File: src/rtl/cce_cfg_loader_pkg.sv
// Shared definitions for the CCE boot-time configuration loader.
//   - MMIO command opcode and size encodings
//   - cfg block register addresses (freeze, CCE mode, microcode base)
//   - loader FSM state enum and the command header struct
package cce_cfg_loader_pkg;

   localparam logic [3:0] UC_WR   = 4'b0001;
   localparam logic [2:0] SIZE_8B = 3'b011;

   // Full-width constants; each user truncates them to its own paddr width.
   localparam logic [63:0] CFG_FREEZE_ADDR   = 64'h20_0008;
   localparam logic [63:0] CFG_CCE_MODE_ADDR = 64'h20_0600;
   localparam logic [63:0] CFG_UCODE_BASE    = 64'h20_8000;

   typedef enum logic [2:0] {
      RESET,
      SEND_FREEZE,
      SEND_UCODE,
      SEND_CCE_MODE,
      SEND_UNFREEZE,
      WAIT_CREDITS,
      DONE
   } cfg_state_e;

   // Header fields shared by every command; the width-dependent fields are
   // appended by the loader, which knows its own parameters.
   typedef struct packed {
      logic [3:0] opcode;
      logic [2:0] size;
   } io_cmd_hdr_s;

endpackage

File: src/rtl/cce_ucode_rom.sv
// CCE microcode ROM, asynchronous read.
//   addr_i : instruction index (0 .. els_p-1)
//   data_o : instruction word at addr_i
// The image is supplied as a flat parameter (entry i at bits [i*width_p +: width_p])
// so the contents are constants at elaboration time and the ROM folds into logic.
module cce_ucode_rom #(
   parameter int els_p        = 256,
   parameter int width_p      = 48,
   parameter int addr_width_p = 8,
   parameter logic [els_p*width_p-1:0] init_p = '0
) (
   input  logic [addr_width_p-1:0] addr_i,
   output logic [width_p-1:0]      data_o
);

   always_comb begin
      data_o = init_p[int'(addr_i) * width_p +: width_p];
   end

endmodule

File: src/rtl/cce_mmio_cfg_loader.sv
// Boot-time configuration master for one CCE.
// Issues freeze, microcode load, CCE mode and (optionally) unfreeze MMIO writes,
// waits for every write to be acknowledged, then raises done_o.
//   clk_i, reset_n_i  : clock, asynchronous active-low reset
//   lce_id_i          : copied into every command's payload field
//   io_cmd_o/_v_o     : command {opcode, size, lce_id, addr, data} and valid
//   io_cmd_yumi_i     : command consumed this cycle
//   io_resp_i/_v_i    : response (contents ignored) and valid; each returns one credit
//   io_resp_ready_o   : always ready
//   done_o            : sequence complete, sticky until reset
module cce_mmio_cfg_loader
   import cce_cfg_loader_pkg::*;
#(
   parameter int paddr_width_p         = 40,
   parameter int dword_width_p         = 64,
   parameter int lce_id_width_p        = 4,
   parameter int inst_width_p          = 48,
   parameter int inst_ram_els_p        = 256,
   parameter int inst_ram_addr_width_p = 8,
   parameter int skip_ram_init_p       = 0,
   parameter int clear_freeze_p        = 1,
   parameter int max_outstanding_p     = 4,
   parameter logic [inst_ram_els_p*inst_width_p-1:0] ucode_init_p = '0
) (
   input  logic                                                     clk_i,
   input  logic                                                     reset_n_i,
   input  logic [lce_id_width_p-1:0]                                lce_id_i,
   output logic [6+lce_id_width_p+paddr_width_p+dword_width_p:0]    io_cmd_o,
   output logic                                                     io_cmd_v_o,
   input  logic                                                     io_cmd_yumi_i,
   input  logic [6+lce_id_width_p+paddr_width_p+dword_width_p:0]    io_resp_i,
   input  logic                                                     io_resp_v_i,
   output logic                                                     io_resp_ready_o,
   output logic                                                     done_o
);

   localparam int cred_w = $clog2(max_outstanding_p + 1);

   typedef struct packed {
      io_cmd_hdr_s                hdr;
      logic [lce_id_width_p-1:0]  payload;
      logic [paddr_width_p-1:0]   addr;
      logic [dword_width_p-1:0]   data;
   } io_cmd_s;

   cfg_state_e                       state_r, state_n;
   logic [inst_ram_addr_width_p-1:0] idx_r, idx_n;
   logic [cred_w-1:0]                credits_r, credits_n;
   logic [inst_width_p-1:0]          rom_data;
   io_cmd_s                          cmd;
   logic                             sending, at_limit, fire, resp_take, last_idx;

   // Response contents carry nothing we need; only the valid is a credit.
   logic unused_resp;
   assign unused_resp = ^io_resp_i;

   cce_ucode_rom #(
      .els_p        (inst_ram_els_p),
      .width_p      (inst_width_p),
      .addr_width_p (inst_ram_addr_width_p),
      .init_p       (ucode_init_p)
   ) u_rom (
      .addr_i (idx_r),
      .data_o (rom_data)
   );

   assign sending   = (state_r == SEND_FREEZE)   || (state_r == SEND_UCODE) ||
                      (state_r == SEND_CCE_MODE) || (state_r == SEND_UNFREEZE);
   assign at_limit  = (credits_r == cred_w'(max_outstanding_p));
   assign fire      = io_cmd_v_o & io_cmd_yumi_i;
   // A response with nothing outstanding is dropped rather than underflowing.
   assign resp_take = io_resp_v_i && (credits_r != '0);
   assign last_idx  = (idx_r == inst_ram_addr_width_p'(inst_ram_els_p - 1));

   // State register
   always_ff @(posedge clk_i or negedge reset_n_i) begin
      if (!reset_n_i) begin
         state_r <= RESET;
         idx_r   <= '0;
      end else begin
         state_r <= state_n;
         idx_r   <= idx_n;
      end
   end

   // Next-state logic: every send state advances only when its command is taken.
   always_comb begin
      state_n = state_r;
      idx_n   = idx_r;
      unique case (state_r)
         RESET:         state_n = SEND_FREEZE;
         SEND_FREEZE:   if (fire) state_n = (skip_ram_init_p != 0) ? SEND_CCE_MODE : SEND_UCODE;
         SEND_UCODE: begin
            if (fire) begin
               if (last_idx) begin
                  idx_n   = '0;
                  state_n = SEND_CCE_MODE;
               end else begin
                  idx_n = idx_r + 1'b1;
               end
            end
         end
         SEND_CCE_MODE: if (fire) state_n = (clear_freeze_p != 0) ? SEND_UNFREEZE : WAIT_CREDITS;
         SEND_UNFREEZE: if (fire) state_n = WAIT_CREDITS;
         WAIT_CREDITS:  if (credits_r == '0) state_n = DONE;
         DONE:          state_n = DONE;
         default:       state_n = RESET;
      endcase
   end

   // Outputs: decoded from registered state only, so the command never
   // depends on yumi and stays stable while it is being held.
   always_comb begin
      cmd             = '0;
      cmd.hdr.opcode  = UC_WR;
      cmd.hdr.size    = SIZE_8B;
      cmd.payload     = lce_id_i;
      unique case (state_r)
         SEND_FREEZE: begin
            cmd.addr = paddr_width_p'(CFG_FREEZE_ADDR);
            cmd.data = dword_width_p'(1);
         end
         SEND_UCODE: begin
            cmd.addr = paddr_width_p'(CFG_UCODE_BASE) + paddr_width_p'({idx_r, 3'b000});
            cmd.data[inst_width_p-1:0] = rom_data;
         end
         SEND_CCE_MODE: begin
            cmd.addr = paddr_width_p'(CFG_CCE_MODE_ADDR);
            cmd.data = dword_width_p'(1);
         end
         SEND_UNFREEZE: begin
            cmd.addr = paddr_width_p'(CFG_FREEZE_ADDR);
            cmd.data = '0;
         end
         default: ;
      endcase
      io_cmd_o        = cmd;
      io_cmd_v_o      = sending && !at_limit;
      done_o          = (state_r == DONE);
      io_resp_ready_o = 1'b1;
   end

   // Outstanding-command counter: a simultaneous issue and return cancel out.
   always_comb begin
      credits_n = credits_r;
      if (fire && !resp_take)      credits_n = credits_r + 1'b1;
      else if (!fire && resp_take) credits_n = credits_r - 1'b1;
   end

   always_ff @(posedge clk_i or negedge reset_n_i) begin
      if (!reset_n_i) credits_r <= '0;
      else            credits_r <= credits_n;
   end

endmodule

File: config.mk
export PLATFORM = sky130hd
export DESIGN_NAME = cce_mmio_cfg_loader
export DESIGN_NICKNAME = d
export VERILOG_FILES = /design/src/rtl/cce_cfg_loader_pkg.sv /design/src/rtl/cce_ucode_rom.sv /design/src/rtl/cce_mmio_cfg_loader.sv
export SDC_FILE = /design/constraint.sdc
export NUM_CORES = 1
export LEC_CHECK = 0
export BUFFER_PORTS_ARGS = -buffer_cell sky130_fd_sc_hd__buf_4
export CORE_AREA = 2 2 92 94
export CTS_CLUSTER_DIAMETER = 50
export DETAILED_ROUTE_END_ITERATION = 8
export DIE_AREA = 0 0 94 96
export PLACE_DENSITY = 0.6
export SLEW_MARGIN = 20
export SYNTH_ARGS = -nofsm -noshare
export SYNTH_HDL_FRONTEND = slang
export SYNTH_SLANG_ARGS = --single-unit
File: constraint.sdc
create_clock -name clk_i -period 2.45 [get_ports clk_i]
set_clock_uncertainty 0.15 [all_clocks]
set_input_delay 0.245 -clock clk_i [delete_from_list [all_inputs] [get_ports clk_i]]
set_output_delay 0.245 -clock clk_i [all_outputs]
set_load 0.05 [all_outputs]
=== After elaboration in Yosys (flattened, before gate mapping) ===
Cells that the tools add are included.
W data, S select, Z words.

* Word-level logic and storage cells: 54
* Bits of input ports: 123
* Register bits after elaboration: 14
* Output and inout port bits: 118

* Reductions and logical operators: 18
* Equality and inequality tests: 14
* Shifts and indexed selects: 1
* Multiplexer cells: 12
* $mul: 1
* Bitwise logic cells: 1
* Add/subtract/negate cells: 4

{| class="wikitable"
|+ Operators by type and width
! cell !! number
|-
| $shiftx A12288 B32 Y48 const A || 1
|-
| $pmux W48 S2 || 1
|-
| $pmux W23 S3 || 1
|-
| $mux W3 || 8
|-
| $add A22 B11 Y23 const A || 1
|-
| $pmux W3 S7 || 1
|-
| $eq A3 B3 Y1 const B || 4
|-
| $ne A2 B2 Y1 const B || 6
|-
| $mul A8 B2 Y10 const B || 1
|-
| $add A8 B1 Y8 const B || 1
|-
| $eq A8 B8 Y1 const B || 1
|-
| $mux W8 || 1
|-
| $eq A3 B2 Y1 const B || 2
|-
| $logic_not A3 Y1 || 2
|-
| $reduce_and A6 Y1 || 1
|-
| $logic_and A1 B1 Y1 || 4
|-
| $reduce_or A2 Y1 || 2
|-
| $add A3 B1 Y3 const B || 1
|-
| $eq A3 B1 Y1 const B || 1
|-
| $logic_not A1 Y1 || 3
|-
| $logic_or A1 B1 Y1 || 3
|-
| $reduce_bool A3 Y1 || 1
|-
| $sub A3 B1 Y3 const B || 1
|-
| $reduce_and A2 Y1 || 1
|-
| other kinds (2) || 2
|}

=== Longest topological paths before layout ===
Gate-level depths: netlist (run 1).

* Word-level depth: 10
* Mapped depth: 11

=== Hierarchy ===
Synthesis (run 1) repeated with hierarchy kept, for this count alone.

* Cells, all modules: 264
* Area, all modules: 2,038.2 um2

{| class="wikitable"
|+ By module, submodules not included
! module !! cells each !! area each (um2) !! sequential area each (um2) !! instances
|-
| cce_mmio_cfg_loader || 215 || 1,674.1 || 350.3 || 1
|-
| cce_ucode_rom || 49 || 364.1 || 0.0 || 1
|}

=== Worst setup path before layout (run 1) ===
No wires, ideal clock.

* Kind: reg2reg
* Start: register state_r[0]
* End: register credits_r[2]
* Period minus slack after synthesis: 3,063 ps
* Path slack: -613 ps
* Cell stages (with the launch flop): 12
* Data required time: 2,221 ps
* Data arrival time: 2,834 ps
* Cells stage by stage: dfrtp_1 inv_1 ha_1 nor4_4 nor2_1 and3_2 ha_1 inv_1 fa_1 xor2_1 nor2_1 xor2_1

* Longest elaborated chain between the ends: 9
* Elaborated cells on any way between the ends: 14

{| class="wikitable"
|+ Ends and longest elaborated chain
! element !! line !! source
|-
| from (decl) || cce_mmio_cfg_loader.sv:46 || <nowiki>cfg_state_e state_r, state_n;</nowiki>
|-
| from (signal assigned) || cce_mmio_cfg_loader.sv:81 || <nowiki>state_r <= state_n;</nowiki>
|-
| $eq A3 B1 Y1 or $eq A3 B2 Y1 (tied branches) || cce_mmio_cfg_loader.sv:67 || <nowiki>assign sending = (state_r == SEND_FREEZE) || (state_r == SEND_UCODE) ||</nowiki>
|-
| $logic_or A1 B1 Y1 (2 in a row) || cce_mmio_cfg_loader.sv:67 ||
|-
| $logic_or A1 B1 Y1 * || cce_mmio_cfg_loader.sv:68 || <nowiki>(state_r == SEND_CCE_MODE) || (state_r == SEND_UNFREEZE);</nowiki>
|-
| $logic_and A1 B1 Y1 * || cce_mmio_cfg_loader.sv:138 || <nowiki>io_cmd_v_o = sending && !at_limit;</nowiki>
|-
| $and A1 B1 Y1 * || cce_mmio_cfg_loader.sv:70 || <nowiki>assign fire = io_cmd_v_o & io_cmd_yumi_i;</nowiki>
|-
| $logic_not A1 Y1 || cce_mmio_cfg_loader.sv:147 || <nowiki>else if (!fire && resp_take) credits_n = credits_r - 1'b1;</nowiki>
|-
| $logic_and A1 B1 Y1 || cce_mmio_cfg_loader.sv:147 ||
|-
| $reduce_bool A2 Y1 (no source line) || - ||
|-
| to (signal assigned) || cce_mmio_cfg_loader.sv:152 || <nowiki>else credits_r <= credits_n;</nowiki>
|-
| to (decl) || cce_mmio_cfg_loader.sv:48 || <nowiki>logic [cred_w-1:0] credits_r, credits_n;</nowiki>
|}

Every way passes the cells marked *; elsewhere a longest branch is shown, timed or not.
A chain may end at the register's enable or synchronous reset.

=== Worst setup path after layout (run 1) ===
* Start: register state_r[0]
* End: register credits_r[1]

* Elaborated cells on any way between the ends: 14

{| class="wikitable"
|+ RTL lines
! element !! line !! source
|-
| $eq A3 B1 Y1 or $eq A3 B2 Y1 (tied branches) || cce_mmio_cfg_loader.sv:67 ||
|-
| $logic_or A1 B1 Y1 (2 in a row) || cce_mmio_cfg_loader.sv:67 ||
|-
| $logic_or A1 B1 Y1 * || cce_mmio_cfg_loader.sv:68 ||
|-
| $logic_and A1 B1 Y1 * || cce_mmio_cfg_loader.sv:138 ||
|-
| $and A1 B1 Y1 * || cce_mmio_cfg_loader.sv:70 ||
|-
| $logic_and A1 B1 Y1 * || cce_mmio_cfg_loader.sv:146 || <nowiki>if (fire && !resp_take) credits_n = credits_r + 1'b1;</nowiki>
|-
| $mux W3 * || cce_mmio_cfg_loader.sv:146 ||
|-
| named net credits_n[1] || cce_mmio_cfg_loader.sv:48 ||
|}

The timed path passes the listed nets; every way through them passes the cells marked *.

==> metrics, run 1 <==
Hold Fails Final Rpt 0; Rows 33; crit path cell chain inv_4 -> ha_4 -> nor4_4 -> nor2_4 -> and3_4 -> ha_4 -> inv_2 -> fa_2 -> mux2_2; wirelength, routed 2.768 mm; crit start category flop; top area cells in the synthesized netlist buf_4 (45%), dfrtp_1 (20%), ha_1 (4.3%), nor2_1 (2.6%), and2_1 (2.2%); initial antenna violation count 0; Max VDD drop between 0.9 and 1 mV; total power between 0.002 and 0.0025 W; crit path max fanout 4; total CTS buffers 3; height of the chip 96 um; share of layout cells above drive strength 1 between 20% and 30%; final core area utilization a little over a fifth; Yosys cell types 35; CTS Buffer Depth 2; Slew Limit Fails 0; RSZ-0062 raised after global routing false; CTS Root Cell clkbuf_8; sw frac roughly 56%; die width approximately 94 um; first-pass GRT wire length roughly 3.9 mm; R2R Setup Slk approximately 82 ps; status completed; maxcap violations 0; Pint around 0.0010 W; Layout area overhead 0.9350%; most frequent cell after synthesis buf_4; Post-synth EDFFs 0; Crit path arrival time about 2400 ps; slowest stage cell, crit path dfrtp_2; fin cells 328; routability congestion estimate 0.7951; antenna-violating nets left 0; WP data required about 2400 ps; via count ~1100; Critical Path Most Common Cell ha_4; Tcrit/Tclk final 96.65%; Worst Path Buf+Inv 2; crit path from state_r[0]$_DFFE_PN0P_; max frequency around 0.42 GHz; placed insts ~320; sequential share of power between 10% and 20%; area leader, netlist buf_4; core area roughly 8100 um^2; Routed WL per cell about 8.4 um; Comb pwr share 73.4%; area of the mapped netlist 1739 um^2; I/O pin cnt between 200 and 250; Yosys reg bits 14; Reg clk slew, reported paths 60 ps; max incr delay on CP between 400 and 500 ps; # port buffers 16; CTS tree built; CTS H-tree lvls 1; worst skew pair latency approximately 240 ps; Synth top area share 45.32%; NetSw ~0.0013 W; largest net degree at the start of global routing 15; drt pass-1 iters 2; syn_area_per_cell approximately 8.6 um^2; aggregate global routing overflow 0; CP Capture Type flop; ANT cells 0; setup tns final 0 ps; pwr/cell area between 1000 and 1500 nW/um^2; clock sinks 14; drt via density ~3.2; # DRC 0; Final WS setup ~82 ps; dpl hpwl 2.342 mm; Mapped Cells ~200; async set or reset register ratio after synthesis 100.0%; Seq/Total Area, Yosys 20.14%; leakage power 0.8978 nW; reg-to-reg critical path startpoint state_r[0]$_DFFE_PN0P_; DP Worst Slack 53.58 ps; die area 9024 um^2; Clk network pwr share under 10%; CP Class reg -> reg; number of global-route vias before repair around 810; ys flop type dfrtp_1; Final setup viols 0; Period minus WS final 2368 ps; Starting DRT DRC Count 9; Synth top cells by count buf_4 (105), dfrtp_1 (14), nor2_1 (12), and2_1 (6), ha_1 (6); Synth Warn # 0; Layout Nets around 350; cell family with most CP delay adder cells; Initial Util 21.60%; worst min-delay path class in -> async; GRT Total Usage 5.535%
-- stage by stage --
step | hold slack [ps] | instance area, um^2
floorplan | -200.6 | 2195
global placement | -43.41 | 1693
detailed placement | -38.87 | 1693
CTS | 234.5 | 1748
global route | 255.4 | 1755
finish | 235.3 | 1755
-- cell usage in the layout, fill, tap and decap left out, types with 4 or more instances in the layout --
master   instances
nand3_1          5
xnor2_1          4
buf_4           23
conb_1         101
nand2_1          5
and3_1           4
nor2_1          11
dfrtp_1         12
ha_4             5
and2_1           6
-- metal layers --
| layer | part of all wire [%] | global-route usage, % | wire (um) | vias up |
|---|---|---|---|---|
| li1 | - | - | - | 493 |
| met1 | 38 | 6.432 | 1049 | 494 |
| met2 | 51 | 9.524 | 1405 | 72 |
| met3 | 11 | 2.114 | 301 | 2 |
| met4 | 0.43 | 1.570 | 12 | 0 |
| met5 | 0 | 0 | 0 | - |
-- state kept, by name, summed over array words and instances, names as in the netlist --
signal,cells
idx_r,8
credits_r,3
state_r,3
-- worst paths after layout --
kind / endpoint / depth (start not counted)
worst min register to register: credits_r[2]$_DFFE_PN0P_ / 1
worst max register to register: credits_r[1]$_DFFE_PN0P_ / 9
min in group clk_i: state_r[0]$_DFFE_PN0P_ / 4
worst min-delay path: idx_r[0]$_DFFE_PN0P_ / 2
max in group asynchronous: state_r[1]$_DFFE_PN0P_ / 2
worst max-delay path: credits_r[1]$_DFFE_PN0P_ / 9
-- area by class of cell --
cell class | instances | area (um^2)
flip-flops and latches | 14 | 352.8
inverters | 3 | 13.76
repair buffers | 24 | 182.7
multi-input cells | 178 | 1030
well taps | 105 | 131.4
clock buffers | 4 | 45.04
fillers | 881 | 6296
-- what timing repair did --
action                     CTS  global route
setup endpoints to repair    0             2
hold buffers                 1             0
hold endpoints to repair    14             0
gates resized for setup      0             0
buffers inserted             0             1
-- power groups by stage --
stage / Combinational, W / Sequential [W] / Clock (W)
finish: 0.00173 / 0.000431 / 0.000197
global route: 0.00186 / 0.000444 / 0.000219
CTS: 0.00174 / 0.000437 / 0.000204
detailed placement: 0.00172 / 0.000441 / 0
global placement: 0.00170 / 0.000436 / 0
floorplan: 0.00152 / 0.000413 / 0
-- kinds of logic after synthesis --
kind of cell               Yosys count  synth area share [%]
other                                2                0.4318
DFF                                 14                 20.14
adders and majority gates            7                 5.468
and+or+nand+nor                     45                 14.89
buffers and inverters              110                 46.55
AOI/OAI and AO/OA                   16                 7.338
muxes                                3                 2.158
xor gates and xnor gates             6                 3.022
Note: power is estimated with default switching activity, not from simulation.
==> run 2: changes to the inputs <==
PLACE_DENSITY = 0.64   (was 0.6)
SYNTH_HIERARCHICAL = 1   (was not set)
==> run 2 against run 1 <==
Compared with the run above: synthesized cell count grew 30%; count of clock-buffer cells in the layout is the same; sequential power shrank 4%; critical path type unchanged; first-iteration DRC count grew to 7.1 times the previous value; synthesized area grew 17%; non-clock buffer count is the same; critical path depth is the same; power grew 21%; sequential cell count is the same; design area grew 11%.
==> metrics, run 2 <==
Top reg by flops idx_r (unchanged); fillers 899 (was 881); number of global-route vias before repair 995 (was 809); die area 9024 um^2 (unchanged); Yosys reg bits 14 (unchanged); largest net degree at the start of global routing 33 (was 15); sw frac 65.81% (was 55.85%); CP Class reg -> reg (unchanged); multi-input gate area in the final layout 1205 um^2 (was 1030 um^2); WP data required 2470 ps (was 2430 ps); Tcrit/Tclk final 93.51% (was 96.65%); max incr delay on CP 400 ps (was 430 ps); antenna-violating nets left 0 (unchanged); Synth top area share 39.04% (was 45.32%); core area 8051 um^2 (unchanged); total CTS buffers 3 (unchanged); wirelength, routed 3.185 mm (was 2.768 mm); initial antenna violation count 0 (unchanged); Hold Fails Final Rpt 0 (unchanged); via count 1266 (was 1061); Largest regs idx_r x8, credits_r x3, state_r x3 (unchanged); Pint 0.0009785 W (was 0.001042 W); syn_area_per_cell 7.720 um^2 (was 8.567 um^2); most frequent cell after synthesis buf_4 (unchanged); Post-synth EDFFs 0 (unchanged); setup tns final 0 ps (unchanged); grt met3 use 3.994% (was 2.114%); ys flop type dfrtp_1 (unchanged); DP Worst Slack 151.7 ps (was 53.58 ps); status completed (unchanged); Period minus WS final 2291 ps (was 2368 ps); CTS Buffer Depth 2 (unchanged); CTS tree built (unchanged); Comb pwr share 77.6% (was 73.4%); async set or reset register ratio after synthesis 100.0% (unchanged); CP Capture Type flop (unchanged); drt pass-1 iters 4 (was 2); dpl hpwl 2.578 mm (was 2.342 mm); die width 94 um (unchanged); Initial Util 25.31% (was 21.60%); area of the mapped netlist 2038 um^2 (was 1739 um^2); most crowded layer after global routing met2 (unchanged); worst min-delay path class in -> reg (was in -> async); maxcap violations 0 (unchanged); GRT Total Usage 6.710% (was 5.535%); crit path max fanout 3 (was 4); register area 351.6 um^2 (was 352.8 um^2); postcts setup bufs 0 (unchanged); most common cell after layout, fill and taps aside conb_1 (unchanged); Starting DRT DRC Count 64 (was 9); WHS Endpoint state_r[2]$_DFFE_PN0P_; Reg clk slew, reported paths 60 ps (about the same); Clk network pwr share 8.0% (was 8.3%); cell family with most CP delay simple AND/OR/NAND/NOR gates (was adder cells); aggregate global routing overflow 0 (unchanged); CTS H-tree lvls 1 (unchanged); NetSw 0.001884 W (was 0.001318 W); WHS 204.1 ps (was 235.3 ps); Critical Path Most Common Cell xor2_1 (was ha_4); Worst Path Buf+Inv 1 (was 2); Final WS setup 158.9 ps (was 82.13 ps); max frequency 0.4365 GHz (was 0.4223 GHz); CTS Root Cell clkbuf_8 (unchanged); Max VDD drop 0.7635 mV (was 0.9833 mV); Synth Warn # 6 (was 0); Rows 33 (unchanged); first-pass GRT wire length 4.781 mm (was 3.939 mm); slowest stage cell, crit path dfrtp_1 (was dfrtp_2); sequential share of power 14.4% (was 18.3%); leakage power 1.019 nW (was 0.8978 nW); Slew Limit Fails 0 (unchanged); routability congestion estimate 0.8154 (was 0.7951); max reg flops 8 (unchanged); reg-to-reg critical path startpoint state_r[0]$_DFFE_PN0P_ (unchanged); Routed WL per cell 8.404 um (was 8.439 um); Hold Startpoint io_cmd_yumi_i; Crit path arrival time 2310 ps (was 2350 ps); clock sinks 14 (unchanged); Synth top cells by count buf_4 (106), and2_1 (52), dfrtp_1 (14), nand2_1 (13) (was buf_4 (105), dfrtp_1 (14), nor2_1 (12), and2_1 (6), ha_1 (6)); final core area utilization 24.15% (was 21.80%); height of the chip 96 um (unchanged); Yosys cell types 40 (was 35); Seq/Total Area, Yosys 17.19% (was 20.14%); met2 usage 10.60% (was 9.524%); ANT cells 0 (unchanged); R2R Setup Slk 160 ps (was 80 ps); Layout area overhead -4.604% (was 0.9350%); crit path cell chain o21a_1 -> or2_2 -> nor2_4 -> ha_2 -> inv_1 -> fa_1 -> xor2_1 -> nor2_1 -> xor2_1 (was inv_4 -> ha_4 -> nor4_4 -> nor2_4 -> and3_4 -> ha_4 -> inv_2 -> fa_2 -> mux2_2); GR Layer Usage met1 7.912% (was 6.432%); RR Endpoint credits_r[2]$_DFFE_PN0P_ (was credits_r[1]$_DFFE_PN0P_); area leader, netlist buf_4 (unchanged); worst skew pair latency 250 ps (was 240 ps); drt via density 3.340 (was 3.235); FF-to-FF path depth 9 (unchanged); Final setup viols 0 (unchanged); crit start category flop (unchanged); I/O pin cnt 241 (unchanged); Mapped Cells 264 (was 203); cell depth of the worst hold path 3; commonest non-fill, non-tap cells in the layout conb_1 (102), and2_1 (52), buf_4 (23), nand2_1 (13), dfrtp_1 (13) (was conb_1 (101), buf_4 (23), dfrtp_1 (12), nor2_1 (11), and2_1 (6)); top area cells in the synthesized netlist buf_4 (39%), dfrtp_1 (17%), and2_1 (16%), nand2_1 (2.4%), clkbuf_1 (1.7%) (was buf_4 (45%), dfrtp_1 (20%), ha_1 (4.3%), nor2_1 (2.6%), and2_1 (2.2%)); Layout Nets 401 (was 354); # port buffers 16 (unchanged); pwr/cell area 1472 nW/um^2 (was 1344 nW/um^2); share of layout cells above drive strength 1 13.14% (was 21.97%); RSZ-0062 raised after global routing false (unchanged); # DRC 0 (unchanged)
-- run 2: cell type report --
type	count	area share, %
repair buffers	24	9.395
flip-flops and latches	14	18.08
clock buffers	4	2.831
well taps	105	6.757
inverters	5	0.9653
multi-input cells	227	61.97
-- run 2: worst max path at each step --
stage / startpoint / endpoint / slack [ps] / depth (start not counted)
6_report: state_r[0]$_DFFE_PN0P_ / credits_r[2]$_DFFE_PN0P_ / 160 / 9
5_1_grt: state_r[0]$_DFFE_PN0P_ / credits_r[2]$_DFFE_PN0P_ / 10 / 9
3_3_place_gp: state_r[2]$_DFFE_PN0P_ / credits_r[2]$_DFFE_PN0P_ / 160 / 9
2_1_floorplan: state_r[1]$_DFFE_PN0P_ / credits_r[2]$_DFFE_PN0P_ / 90 / 10
3_5_place_dp: state_r[0]$_DFFE_PN0P_ / credits_r[2]$_DFFE_PN0P_ / 150 / 9
4_1_cts: state_r[0]$_DFFE_PN0P_ / credits_r[2]$_DFFE_PN0P_ / 110 / 9
-- run 2: kinds of logic after synthesis --
group                      after synthesis  synth area share (%)
AOI/OAI and AO/OA                       16                 5.157
xor gates and xnor gates                 6                 2.579
adders and majority gates                3                 2.210
buffers and inverters                  122                 42.42
DFF                                     14                 17.19
muxes                                    3                 1.535
other                                    3                0.5524
and+or+nand+nor                         97                 28.36
-- run 2: power groups by stage --
| stage | combinational [W] | clock [W] | sequential [W] |
|---|---|---|---|
| 2_1_floorplan | 0.00203 | 0 | 0.000393 |
| 3_3_place_gp | 0.00217 | 0 | 0.000410 |
| 3_5_place_dp | 0.00220 | 0 | 0.000415 |
| 4_1_cts | 0.00221 | 0.000237 | 0.000411 |
| 5_1_grt | 0.00237 | 0.000253 | 0.000427 |
| 6_report | 0.00222 | 0.000229 | 0.000413 |
-- run 2: metrics by stage --
step / power [W] / cells / cell area, um^2
floorplan: 0.002420 / 363 / 2410
global placement: 0.002584 / 374 / 1868
detailed placement: 0.002612 / 374 / 1868
CTS: 0.002853 / 379 / 1933
global route: 0.003048 / 379 / 1944
finish: 0.002862 / 379 / 1944
-- run 2: routing by layer --
| metal | up-vias | routed length [um] | share of wire (%) |
|---|---|---|---|
| met4 | 0 | 19 | 0.60 |
| li1 | 647 | - | - |
| met3 | 3 | 453 | 14 |
| met5 | - | 0 | 0 |
| met2 | 74 | 1388 | 44 |
| met1 | 542 | 1323 | 42 |
-- run 2: timing repair --
item,CTS,global route
endpoints found under the setup margin,0,1
resized for setup,0,4
endpoints found under the hold margin,14,0
hold buffers,1,0
-- run 2: worst reg2reg max path: cells and delay by family (launching register included) --
family          cells  cell delay [ps]
xor+xnor            2              300
flops               1              400
buf+inv             1               50
simple gates        3              570
compound gates      1              180
fa+ha+maj           2              560
